==> config.mk <==
export PLATFORM = sky130hd
export DESIGN_NAME = inst_fetch_ctrl_flat
export DESIGN_NICKNAME = d
export VERILOG_FILES = /design/src/rtl/cpu_pkg.sv /design/src/rtl/inst_fetch_ctrl_if.sv /design/src/rtl/fetch_buf.sv /design/src/rtl/inst_fetch_ctrl.sv /design/src/flat_wrapper.sv
export SDC_FILE = /design/constraint.sdc
export NUM_CORES = 1
export LEC_CHECK = 0
export CORE_MARGIN = 5
export CORE_UTILIZATION = 25
export CTS_BUF_LIST = sky130_fd_sc_hd__clkbuf_4 sky130_fd_sc_hd__clkbuf_8
export CTS_CLUSTER_DIAMETER = 100
export DETAILED_ROUTE_END_ITERATION = 12
export GPL_ROUTABILITY_DRIVEN = 0
export MAX_ROUTING_LAYER = met4
export PLACE_DENSITY = 0.43
export SLEW_MARGIN = 10
export SYNTH_ARGS = -nofsm -noshare
export SYNTH_HDL_FRONTEND = slang
export SYNTH_SLANG_ARGS = --single-unit
==> constraint.sdc <==
create_clock -name Clk -period 12.6 [get_ports Clk]
set_clock_uncertainty 0.05 [all_clocks]
set_input_delay 2.52 -clock Clk [delete_from_list [all_inputs] [get_ports Clk]]
set_output_delay 2.52 -clock Clk [all_outputs]
set_load 0.01 [all_outputs]
==> src/rtl/cpu_pkg.sv <==
// Shared types and defaults for the instruction fetch path.
package cpu_pkg;

    localparam int WORD_W = 32;
    localparam logic [WORD_W-1:0] RESET_PC_DEFAULT = 32'h0000_0000;
    localparam int DEPTH_DEFAULT = 2;

    typedef enum logic [1:0] {
        BOOT = 2'd0,
        RUN  = 2'd1,
        HALT = 2'd2
    } fetch_state_e;

    typedef struct packed {
        logic [WORD_W-1:0] pc;
        logic [WORD_W-1:0] inst;
    } fetch_entry_t;

    // Word-align an address by clearing the byte-offset bits.
    function automatic logic [WORD_W-1:0] align_word(input logic [WORD_W-1:0] a);
        return a & {{(WORD_W-2){1'b1}}, 2'b00};
    endfunction

endpackage

==> src/rtl/inst_fetch_ctrl_if.sv <==
// Fetch-side bus: ROM address/data plus the decode handshake and control.
interface inst_fetch_ctrl_if;
    import cpu_pkg::*;

    logic [WORD_W-1:0] Addr;
    logic [WORD_W-1:0] Inst;
    logic              FetchValid;
    logic [WORD_W-1:0] FetchInst;
    logic [WORD_W-1:0] FetchPC;
    logic              FetchReady;
    logic              Redirect;
    logic [WORD_W-1:0] RedirectPC;
    logic              Halt;
    logic              Halted;

    modport master (
        output Addr, FetchValid, FetchInst, FetchPC, Halted,
        input  Inst, FetchReady, Redirect, RedirectPC, Halt
    );

    modport slave (
        input  Addr, FetchValid, FetchInst, FetchPC, Halted,
        output Inst, FetchReady, Redirect, RedirectPC, Halt
    );
endinterface

==> src/rtl/fetch_buf.sv <==
// Show-ahead FIFO of {PC, Inst} entries; flush overrides push and pop.
module fetch_buf
    import cpu_pkg::*;
#(
    parameter int DEPTH = DEPTH_DEFAULT
) (
    input  logic                         clk,
    input  logic                         rst_n,
    input  logic                         flush,
    input  logic                         push,
    input  logic                         pop,
    input  fetch_entry_t                 push_data,
    output fetch_entry_t                 head_data,
    output logic [$clog2(DEPTH+1)-1:0]   count
);
    localparam int PTR_W = (DEPTH > 1) ? $clog2(DEPTH) : 1;
    localparam int CNT_W = $clog2(DEPTH + 1);

    fetch_entry_t     mem_q [DEPTH];
    logic [PTR_W-1:0] wr_ptr_q, wr_ptr_d;
    logic [PTR_W-1:0] rd_ptr_q, rd_ptr_d;
    logic [CNT_W-1:0] count_q, count_d;
    logic             pop_en, push_en;

    always_comb begin
        pop_en   = pop && (count_q != '0);
        push_en  = push && ((count_q < CNT_W'(DEPTH)) || pop_en);
        wr_ptr_d = wr_ptr_q;
        rd_ptr_d = rd_ptr_q;
        count_d  = count_q;
        if (flush) begin
            wr_ptr_d = '0;
            rd_ptr_d = '0;
            count_d  = '0;
        end else begin
            if (push_en) wr_ptr_d = wr_ptr_q + PTR_W'(1);
            if (pop_en)  rd_ptr_d = rd_ptr_q + PTR_W'(1);
            count_d = count_q + CNT_W'(push_en) - CNT_W'(pop_en);
        end
    end

    always_ff @(posedge clk) begin
        if (!rst_n) begin
            wr_ptr_q <= '0;
            rd_ptr_q <= '0;
            count_q  <= '0;
        end else begin
            wr_ptr_q <= wr_ptr_d;
            rd_ptr_q <= rd_ptr_d;
            count_q  <= count_d;
        end
    end

    // Storage needs no reset: the head is masked to zero whenever the FIFO is empty.
    always_ff @(posedge clk) begin
        if (push_en && !flush) mem_q[wr_ptr_q] <= push_data;
    end

    assign head_data = (count_q != '0) ? mem_q[rd_ptr_q] : '0;
    assign count     = count_q;

endmodule

==> src/rtl/inst_fetch_ctrl.sv <==
// Instruction fetch controller: owns the PC, feeds decode from a prefetch buffer.
module inst_fetch_ctrl
    import cpu_pkg::*;
#(
    parameter logic [WORD_W-1:0] RESET_PC = RESET_PC_DEFAULT,
    parameter int                DEPTH    = DEPTH_DEFAULT
) (
    input  logic              Clk,
    input  logic              Clrn,
    inst_fetch_ctrl_if.master bus
);
    localparam int CNT_W = $clog2(DEPTH + 1);

    fetch_state_e      state_q, state_d;
    logic [WORD_W-1:0] pc_q, pc_d;
    logic [CNT_W-1:0]  count;
    fetch_entry_t      head, push_entry;
    logic              fetch_valid, pop, push, flush;

    assign fetch_valid = (count != '0);
    assign pop         = fetch_valid && bus.FetchReady;
    assign push_entry  = '{pc: pc_q, inst: bus.Inst};

    always_comb begin
        state_d = state_q;
        pc_d    = pc_q;
        push    = 1'b0;
        flush   = 1'b0;
        case (state_q)
            BOOT:    state_d = bus.Halt ? HALT : RUN;
            RUN:     if (bus.Halt)  state_d = HALT;
            HALT:    if (!bus.Halt) state_d = RUN;
            default: state_d = BOOT;
        endcase
        // Redirect is ignored while booting; otherwise it beats any push or pop.
        if (bus.Redirect && state_q != BOOT) begin
            flush = 1'b1;
            pc_d  = align_word(bus.RedirectPC);
        end else if (state_q == RUN && !bus.Redirect
                     && ((count < CNT_W'(DEPTH)) || pop)) begin
            push = 1'b1;
            pc_d = pc_q + WORD_W'(4);
        end
    end

    always_ff @(posedge Clk) begin
        if (!Clrn) begin
            state_q <= BOOT;
            pc_q    <= RESET_PC;
        end else begin
            state_q <= state_d;
            pc_q    <= pc_d;
        end
    end

    fetch_buf #(.DEPTH(DEPTH)) u_fetch_buf (
        .clk       (Clk),
        .rst_n     (Clrn),
        .flush     (flush),
        .push      (push),
        .pop       (pop),
        .push_data (push_entry),
        .head_data (head),
        .count     (count)
    );

    assign bus.Addr       = pc_q;
    assign bus.FetchValid = fetch_valid;
    assign bus.FetchInst  = head.inst;
    assign bus.FetchPC    = head.pc;
    assign bus.Halted     = (state_q == HALT) && (count == '0);

endmodule

==> src/flat_wrapper.sv <==
// flat-port wrapper written by rule: the top's interface ports become plain ports
module inst_fetch_ctrl_flat import cpu_pkg::*;
#(
    parameter logic [WORD_W-1:0] RESET_PC = RESET_PC_DEFAULT,
    parameter int                DEPTH    = DEPTH_DEFAULT
)
  (Clk, Clrn, bus_Addr, bus_FetchValid, bus_FetchInst, bus_FetchPC, bus_Halted, bus_Inst, bus_FetchReady, bus_Redirect, bus_RedirectPC, bus_Halt);
  inst_fetch_ctrl_if bus_i ();
  input  logic Clk;
  input  logic Clrn;
  output wire logic [$bits(bus_i.Addr)-1:0] bus_Addr;
  output wire logic [$bits(bus_i.FetchValid)-1:0] bus_FetchValid;
  output wire logic [$bits(bus_i.FetchInst)-1:0] bus_FetchInst;
  output wire logic [$bits(bus_i.FetchPC)-1:0] bus_FetchPC;
  output wire logic [$bits(bus_i.Halted)-1:0] bus_Halted;
  input wire logic [$bits(bus_i.Inst)-1:0] bus_Inst;
  input wire logic [$bits(bus_i.FetchReady)-1:0] bus_FetchReady;
  input wire logic [$bits(bus_i.Redirect)-1:0] bus_Redirect;
  input wire logic [$bits(bus_i.RedirectPC)-1:0] bus_RedirectPC;
  input wire logic [$bits(bus_i.Halt)-1:0] bus_Halt;
  assign bus_Addr = bus_i.Addr;
  assign bus_FetchValid = bus_i.FetchValid;
  assign bus_FetchInst = bus_i.FetchInst;
  assign bus_FetchPC = bus_i.FetchPC;
  assign bus_Halted = bus_i.Halted;
  assign bus_i.Inst = bus_Inst;
  assign bus_i.FetchReady = bus_FetchReady;
  assign bus_i.Redirect = bus_Redirect;
  assign bus_i.RedirectPC = bus_RedirectPC;
  assign bus_i.Halt = bus_Halt;
  inst_fetch_ctrl #(.RESET_PC(RESET_PC), .DEPTH(DEPTH)) u_core (.Clk(Clk), .Clrn(Clrn), .bus(bus_i));
endmodule
==> results of run 1 <==
[cell families (layout without fill, tap and decap cells)]
kind of cell	Yosys count	count (layout)
XOR/XNOR	15	15
AND/OR/NAND/NOR	200	200
flip-flops	161	161
other	1	4
adder cells (fa/ha/maj)	3	3
buffers and inverters	42	206
multiplexers	64	64
AO/OA/AOI/OAI	78	78
[critical path, stage by stage]
cell and delay [ns]:
clkdlybuf4s50_1 0.65, nand2b_1 0.31, nor3_1 0.15, buf_4 0.24, inv_1 0.26, nor2_4 0.54
buf_4 0.66
[through the flow]
stage	util	setup slack [ns]	cells
final	0.342	7.25	1103
after global routing	0.342	6.99	1103
after CTS	0.342	7.17	1103
after detailed placement	0.328	6.68	1071
after global placement	0.328	6.74	1071
after floorplan	-	6.27	567
[final cells by class]
cell class                      count  area, µm²  area share
Inverter                            7       26.3     0.00283
Multi-Input combinational cell    364       2280       0.246
Tap cell                          372        465      0.0501
Clock buffer                       18        241      0.0260
Clock inverter                     14        145      0.0156
Timing Repair Buffer              167       1650       0.178
Sequential cell                   161       4470       0.481
[state kept, by name (all words and copies together), names as in the netlist, named ones only]
name,count
u_core.state_q,2
u_core.u_fetch_buf.wr_ptr_q,1
u_core.u_fetch_buf.rd_ptr_q,1
u_core.u_fetch_buf.count,2
u_core.bus.Addr,30
u_core.u_fetch_buf.mem_q,124
[path summary, 6_finish.rpt]
| kind | slack, ns | cells after the start | to | from |
|---|---|---|---|---|
| min | 0.48 | 2 | flop | u_core.u_fetch_buf.rd_ptr_q |
| max | 7.25 | 7 | u_core.u_fetch_buf.mem_q[0][41] | bus_Redirect |
| min reg2reg | 0.48 | 2 | flop | u_core.u_fetch_buf.rd_ptr_q |
| max reg2reg | 9.64 | 6 | u_core.u_fetch_buf.mem_q[0][41] | u_core.state_q[0] |
[power groups by stage]
stage                     Sequential, mW  Clock, mW  Combinational [mW]
final                              0.613      0.380               0.179
after floorplan                    0.618          0              0.0839
after CTS                          0.614      0.395               0.184
after global placement             0.625          0               0.182
after global routing               0.617      0.416               0.195
after detailed placement           0.626          0               0.184
[placed cells by master (no fill, tap or decap), types with 16 or more instances in the layout]
cell,n
clkbuf_8,17
nand2_1,37
o21ai_0,20
dfxtp_1,36
mux2i_1,63
a21oi_1,16
nand3_1,18
edfxtp_1,124
nor2_1,91
clkdlybuf4s50_1,160
[routing by layer]
layer	up-vias	global-route usage	wire length, µm
met2	155	0.204	9350
met3	16	0.0238	895
met1	2406	0.166	8760
met5	-	-	0
li1	2378	-	-
met4	0	0.0374	265
[Yosys cell counts, types with 6 or more instances]
cell	count
buf_4	6
and3_1	7
dfxtp_1	37
o211ai_1	7
nor4_1	7
a21oi_1	16
nor3_1	6
a31oi_1	8
nand4_1	10
nand2_1	37
inv_1	7
o21ai_0	21
nand3_1	18
mux2i_1	63
edfxtp_1	124
xnor2_1	10
clkbuf_1	21
nor2_1	93
==> results.toml, run 1 <==
[synthesis]
syn-cell-area_um2 = 6910
yosys.area_share.simple = 0.134
synth_xor_xnor_area_share = 0.0190
synth_seq_area_share = 0.646
async_reset_ff_frac = 0
synth_fa_ha_area_frac = 0.00543
synth_top_family_by_area = "simple AND/OR/NAND/NOR gates"
yosysUniqueCellTypes = 54
synth_top_area_cell = "edfxtp_1"
synth.area.top_cells = "edfxtp_1 (54%), dfxtp_1 (11%), mux2i_1 (9.1%)"
ys.flop_type = "edfxtp_1"
synth_seq_cells = 161
synthCells = 564
synth_edf_count = 124
syn_avg_cell_area_um2 = 12.2
netlist.area_leader.share = 0.539
synth_compound_gate_area_share = 0.0736
yosys_warnings = 0
yosys-mux-area-fraction = 0.0929

[sta]
setup_viol = 0
fin_crit_sh = 0.425
slew_violations = 0
tightest_slew_ns = 0.983
slew_headroom = 0.345
fin_tns_setup_ns = 0
fmax_ghz = 0.187
timing.hold.ws_ns = 0.476
rsz0062_at_grt = "no"
final-hold-violation-count = 0
min_period_ns = 5.35

[placed_design]
portBuffers = 160
dpl-instance-area_um2 = 8890
hpwl_um = 13000

[route]
num_vias = 4955
drt_wl_total_um = 19300
ant_nets = 0
drc = 0
drt-initial-drc-count = 319
drtPass1Iterations = 5
routedWlPerCell_um = 17.5
avgViaCountPerCell = 4.49

[layout]
nFillCells = 2727
drive_gt1_frac = 0.0725
stdcell_area_um2 = 9280
synthToLayoutAreaGrowth_pct = 34.4
antennaDiodeCount = 0
nNetsFinal = 790

[critical_path]
critPathMaxFanout = 45
startpoint_type = "input pin"
required_ns = 12.63
cp-end-kind = "flop"
arrival_ns = 5.38
criticalPathCategory = "input pin to flop"

[pwr]
p_comb_frac = 0.152
clkPwrFrac = 0.324
power.density_nw_per_um2 = 126
switching_share = 0.275
sequentialPowerShare = 0.524
p_leak_nw = 2.91
p_int_mw = 0.849
power_mw = 1.17
p_switching_mw = 0.322
ir_worst_vdd_mv = 0.0572

[floorplan]
pin_count = 167
design.die.area_um2 = 31100
core-area_um2 = 27100
die_height_um = 176
initial_core_util = 0.255
die_w_um = 176
rows = 60

[cts]
cts_resized = 0
numCtsBuffers = 17
cts.htree.levels = 4
insertion_delay_ns = 0.45
clk_path_buf_depth = 2
cts_tree = "done"
post_cts_buffers = 0
cts_hold_buf = 0
cts_sinks = 161
clkSlewWorstSetupHoldPaths_ns = 0.09
clock_tree.root_cell = "clkbuf_8"

[run_status]
status = "complete, no violations"

[global_routing]
grt_pass1_vias = 5140
grt_start_max_net_pins = 63
antenna_found_initial = 0
grt-ovfl-total = 0
grt_pass1_wl_um = 29900
track_usage = 0.128

[hold_path]
hold_path.class = "flop to flop"

[flow_run]
drv_cap = 0
Power figures use the tool's default switching activity.
==> run 2: changes to the inputs <==
- clock period: 12.6 -> 5.5 ns (I/O delays scaled with it)
==> results.toml, run 2 (synthesized netlist as in run 1, its figures left out) <==
[floorplan]
rows = 60
initial_core_util = 0.255
core-area_um2 = 27100
die_w_um = 176
die_height_um = 176
pin_count = 167
design.die.area_um2 = 31100

[global_routing]
grt_start_max_net_pins = 63
grt-ovfl-total = 0
grt_pass1_vias = 5163
track_usage = 0.128
antenna_found_initial = 0
grt_pass1_wl_um = 30000

[sta]
slew_headroom = 0.214
fmax_ghz = 0.262
rsz0062_at_grt = "no"
fin_tns_setup_ns = 0
tightest_slew_ns = 1.18
min_period_ns = 3.82
slew_violations = 0
final-hold-violation-count = 0
fin_crit_sh = 0.694
setup_viol = 0

[layout]
final_util = 0.343
layout_common_cells = "clkdlybuf4s50_1 (160), edfxtp_1 (124), nor2_1 (91), mux2i_1 (63), nand2_1 (37)"
nNetsFinal = 789
regMostFlops = "u_core.u_fetch_buf.mem_q"
drive_gt1_frac = 0.0712
nFillCells = 2691
antennaDiodeCount = 0
final_cells = 1102
largest_reg_flops = 124
final_common_cell = "clkdlybuf4s50_1"
synthToLayoutAreaGrowth_pct = 34.6

[critical_path]
criticalPathCategory = "flop to output pin"
cp-end-kind = "output pin"
critPathMaxFanout = 34
arrival_ns = 2.67
required_ns = 4.35
startpoint_type = "flop"

[cts]
clk_path_buf_depth = 2
clock_tree.root_cell = "clkbuf_8"
post_cts_buffers = 0
cts.htree.levels = 4
numCtsBuffers = 17
cts_resized = 0
clkSlewWorstSetupHoldPaths_ns = 0.09
cts_sinks = 161
cts_hold_buf = 0
cts_tree = "done"
insertion_delay_ns = 0.44

[route]
routedWlPerCell_um = 17.5
drtPass1Iterations = 4
drt_wl_total_um = 19300
ant_nets = 0
avgViaCountPerCell = 4.51
num_vias = 4974
drt-initial-drc-count = 300
drc = 0

[placed_design]
placed_cells_incl_taps = 1070
hpwl_um = 13000
portBuffers = 160

[pwr]
power.density_nw_per_um2 = 290
p_leak_nw = 2.90
ir_worst_vdd_mv = 0.131

[flow_run]
drv_cap = 0

[run_status]
status = "complete, no violations"

[hold_path]
hold_path.class = "flop to flop"
## run 2: layer usage
metal  up-vias  wire length [µm]  track usage
li1       2380                 -            -
met3        15               908       0.0293
met1      2419              8700        0.161
met2       160              9430        0.209
met5         -                 0            -
met4         0               253       0.0312
## run 2: critical path: stages, from the launching register on
cell and delay (ns):
dfxtp_1 0.38, nor2_4 0.71, buf_4 0.50, nor2_1 0.09, clkdlybuf4s50_1 0.54
## run 2: area by class of cell
type,count,area (µm²),area share
Sequential cell,161,4470,0.481
Multi-Input combinational cell,364,2280,0.245
Timing Repair Buffer,166,1660,0.178
Tap cell,372,465,0.0501
Clock buffer,18,241,0.0260
Clock inverter,14,156,0.0168
Inverter,7,26.3,0.00283
## run 2: report_power, final
part	internal (mW)	total, mW	switching, mW
sequential	1.35	1.42	0.0697
combinational	0.218	0.400	0.182
clock	0.416	0.880	0.464
total	1.98	2.70	0.716
## run 2: metrics by stage
stage | setup WS [ns] | hold slack (ns) | instance area (µm²) | total power, mW
after detailed placement | 1.52 | 0.448 | 8900 | 1.86
after global placement | 1.56 | 0.449 | 8900 | 1.85
after floorplan | 0.594 | 0.431 | 6920 | 1.61
after CTS | 1.58 | 0.471 | 9300 | 2.75
after global routing | 1.44 | 0.495 | 9300 | 2.84
final | 1.68 | 0.473 | 9300 | 2.70
## run 2: worst paths after layout
kind                                     from             endpoint  slack [ns]  cells past startpoint
setup / recovery  u_core.u_fetch_buf.count[1]      bus_FetchPC[16]        1.68                      4
hold / removal    u_core.u_fetch_buf.rd_ptr_q                 flop        0.47                      2
setup reg to reg           u_core.bus.Addr[3]  u_core.bus.Addr[20]        2.89                      6
hold reg to reg   u_core.u_fetch_buf.rd_ptr_q                 flop        0.47                      2
==> run 3: changes to the inputs <==
- clock period: 5.5 -> 3.96 ns (I/O delays scaled with it)
==> results.toml, run 3 (synthesized netlist as in run 1, its figures left out) <==
[pwr]
clkPwrFrac = 0.329
power.density_nw_per_um2 = 402
p_comb_frac = 0.155
p_switching_mw = 0.999
sequentialPowerShare = 0.516
p_int_mw = 2.78
p_leak_nw = 2.97
ir_worst_vdd_mv = 0.160
power_mw = 3.78
switching_share = 0.264

[cts]
clk_path_buf_depth = 2
cts.htree.levels = 4
clock_tree.root_cell = "clkbuf_8"
post_cts_buffers = 0
insertion_delay_ns = 0.45
cts_tree = "done"
clkSlewWorstSetupHoldPaths_ns = 0.09
cts_sinks = 161
numCtsBuffers = 17
cts_hold_buf = 0
cts_resized = 0

[sta]
fin_tns_setup_ns = 0
setup_viol = 0
fin_crit_sh = 0.819
fmax_ghz = 0.308
slew_violations = 0
slew_headroom = 0.410
final-hold-violation-count = 0
min_period_ns = 3.25
tightest_slew_ns = 0.877
rsz0062_at_grt = "no"

[layout]
regMostFlops = "u_core.u_fetch_buf.mem_q"
antennaDiodeCount = 0
synthToLayoutAreaGrowth_pct = 36.2
multi_input_area_um2 = 2280
regArea_um2 = 4470
final_common_cell = "clkdlybuf4s50_1"
layout_common_cells = "clkdlybuf4s50_1 (160), edfxtp_1 (124), nor2_1 (91), mux2i_1 (63), nand2_1 (37)"
largest_reg_flops = 124
drive_gt1_frac = 0.0838
nNetsFinal = 799
nFillCells = 2682

[route]
routedWlPerCell_um = 17.4
num_vias = 4989
drc = 0
ant_nets = 0
avgViaCountPerCell = 4.49
drt_wl_total_um = 19300
drt-initial-drc-count = 277
drtPass1Iterations = 4

[flow_run]
drv_cap = 0

[floorplan]
die_w_um = 176
rows = 60
initial_core_util = 0.255
design.die.area_um2 = 31100
pin_count = 167
die_height_um = 176
core-area_um2 = 27100

[critical_path]
path_buf_inv = 2
required_ns = 3.12
arrival_ns = 2.40
rr_endpoint = "u_core.bus.Addr[20]"
startpoint_type = "flop"
r2r_cells = 6
path_cells = "buf_4, mux2i_1, nor2_1, clkdlybuf4s50_1"
ff2ff_setup_slack_ns = 1.36
cp-end-kind = "output pin"
crit_path_top_delay_cell = "dfxtp_4"
critPathTopFamily = "buffers and inverters"
critPathMaxFanout = 26
r2r-start = "u_core.bus.Addr[2]"
max_stage_delay_ns = 0.71
criticalPathCategory = "flop to output pin"

[hold_path]
min_path_cells = 2
hold_path.class = "flop to flop"
worst_hold_startpoint = "u_core.u_fetch_buf.rd_ptr_q"

[placed_design]
hpwl_um = 13400
portBuffers = 160

[global_routing]
grt_pass1_wl_um = 29300
grt_pass1_vias = 5113
track_usage = 0.126
grt_start_max_net_pins = 49
grt-ovfl-total = 0
antenna_found_initial = 0

[run_status]
status = "complete, no violations"
run 3: changes by cell type in the layout (fill, tap and decap cells not counted):
| cell | before | now |
|---|---|---|
| inv_6 | 3 | 4 |
| buf_12 | 1 | 3 |
| inv_8 | 1 | 2 |
| clkbuf_8 | 17 | 18 |
| clkinvlp_4 | 3 | 2 |
| clkinv_4 | 3 | 1 |
| buf_4 | 5 | 13 |
run 3: worst max path at each step:
stage	startpoint	endpoint	slack, ns	depth (start not counted)
after CTS	flop	bus_FetchPC[17]	0.64	4
final	flop	bus_FetchPC[19]	0.71	4
after floorplan	bus_Redirect	u_core.u_fetch_buf.mem_q[0][0]	0.41	5
after global routing	flop	bus_FetchPC[19]	0.54	4
after detailed placement	bus_Redirect	u_core.bus.Addr[31]	0.84	6
after global placement	bus_Redirect	u_core.bus.Addr[31]	0.84	6
run 3: per-stage QoR:
step	worst slack (ns)	instances	area, µm²	hold slack (ns)	util
5_1_grt	0.541	1112	9410	0.495	0.347
3_5_place_dp	0.837	1080	9000	0.447	0.332
4_1_cts	0.643	1112	9410	0.471	0.347
3_3_place_gp	0.841	1080	9000	0.451	0.332
6_report	0.715	1112	9410	0.468	0.347
2_1_floorplan	0.408	567	6920	0.431	-
run 3: tightest hold or removal path: cells and delay by family, from the launching register on:
family,cells,cell delay [ns]
xor+xnor,1,0.08
flops,1,0.33
simple gates,1,0.07
run 3: power groups by stage:
stage               clock network, mW  logic [mW]  registers (mW)
floorplan                           0       0.267            1.97
global placement                    0       0.594            1.99
detailed placement                  0       0.599            1.99
CTS                              1.29       0.602            1.95
global route                     1.37       0.635            1.96
finish                           1.24       0.586            1.95
run 3: layer usage:
metal	global-route usage	wire, µm	up-vias
li1	-	-	2406
met1	0.160	8880	2420
met2	0.206	9360	143
met3	0.0281	811	20
met4	0.0331	274	0
met5	-	0	-
run 3: final cells by class:
cell class / instances / share of cell area
Inverter: 7 / 0.00279
Clock buffer: 19 / 0.0271
Multi-Input combinational cell: 364 / 0.242
Timing Repair Buffer: 176 / 0.187
Clock inverter: 13 / 0.0161
Tap cell: 372 / 0.0495
Sequential cell: 161 / 0.475
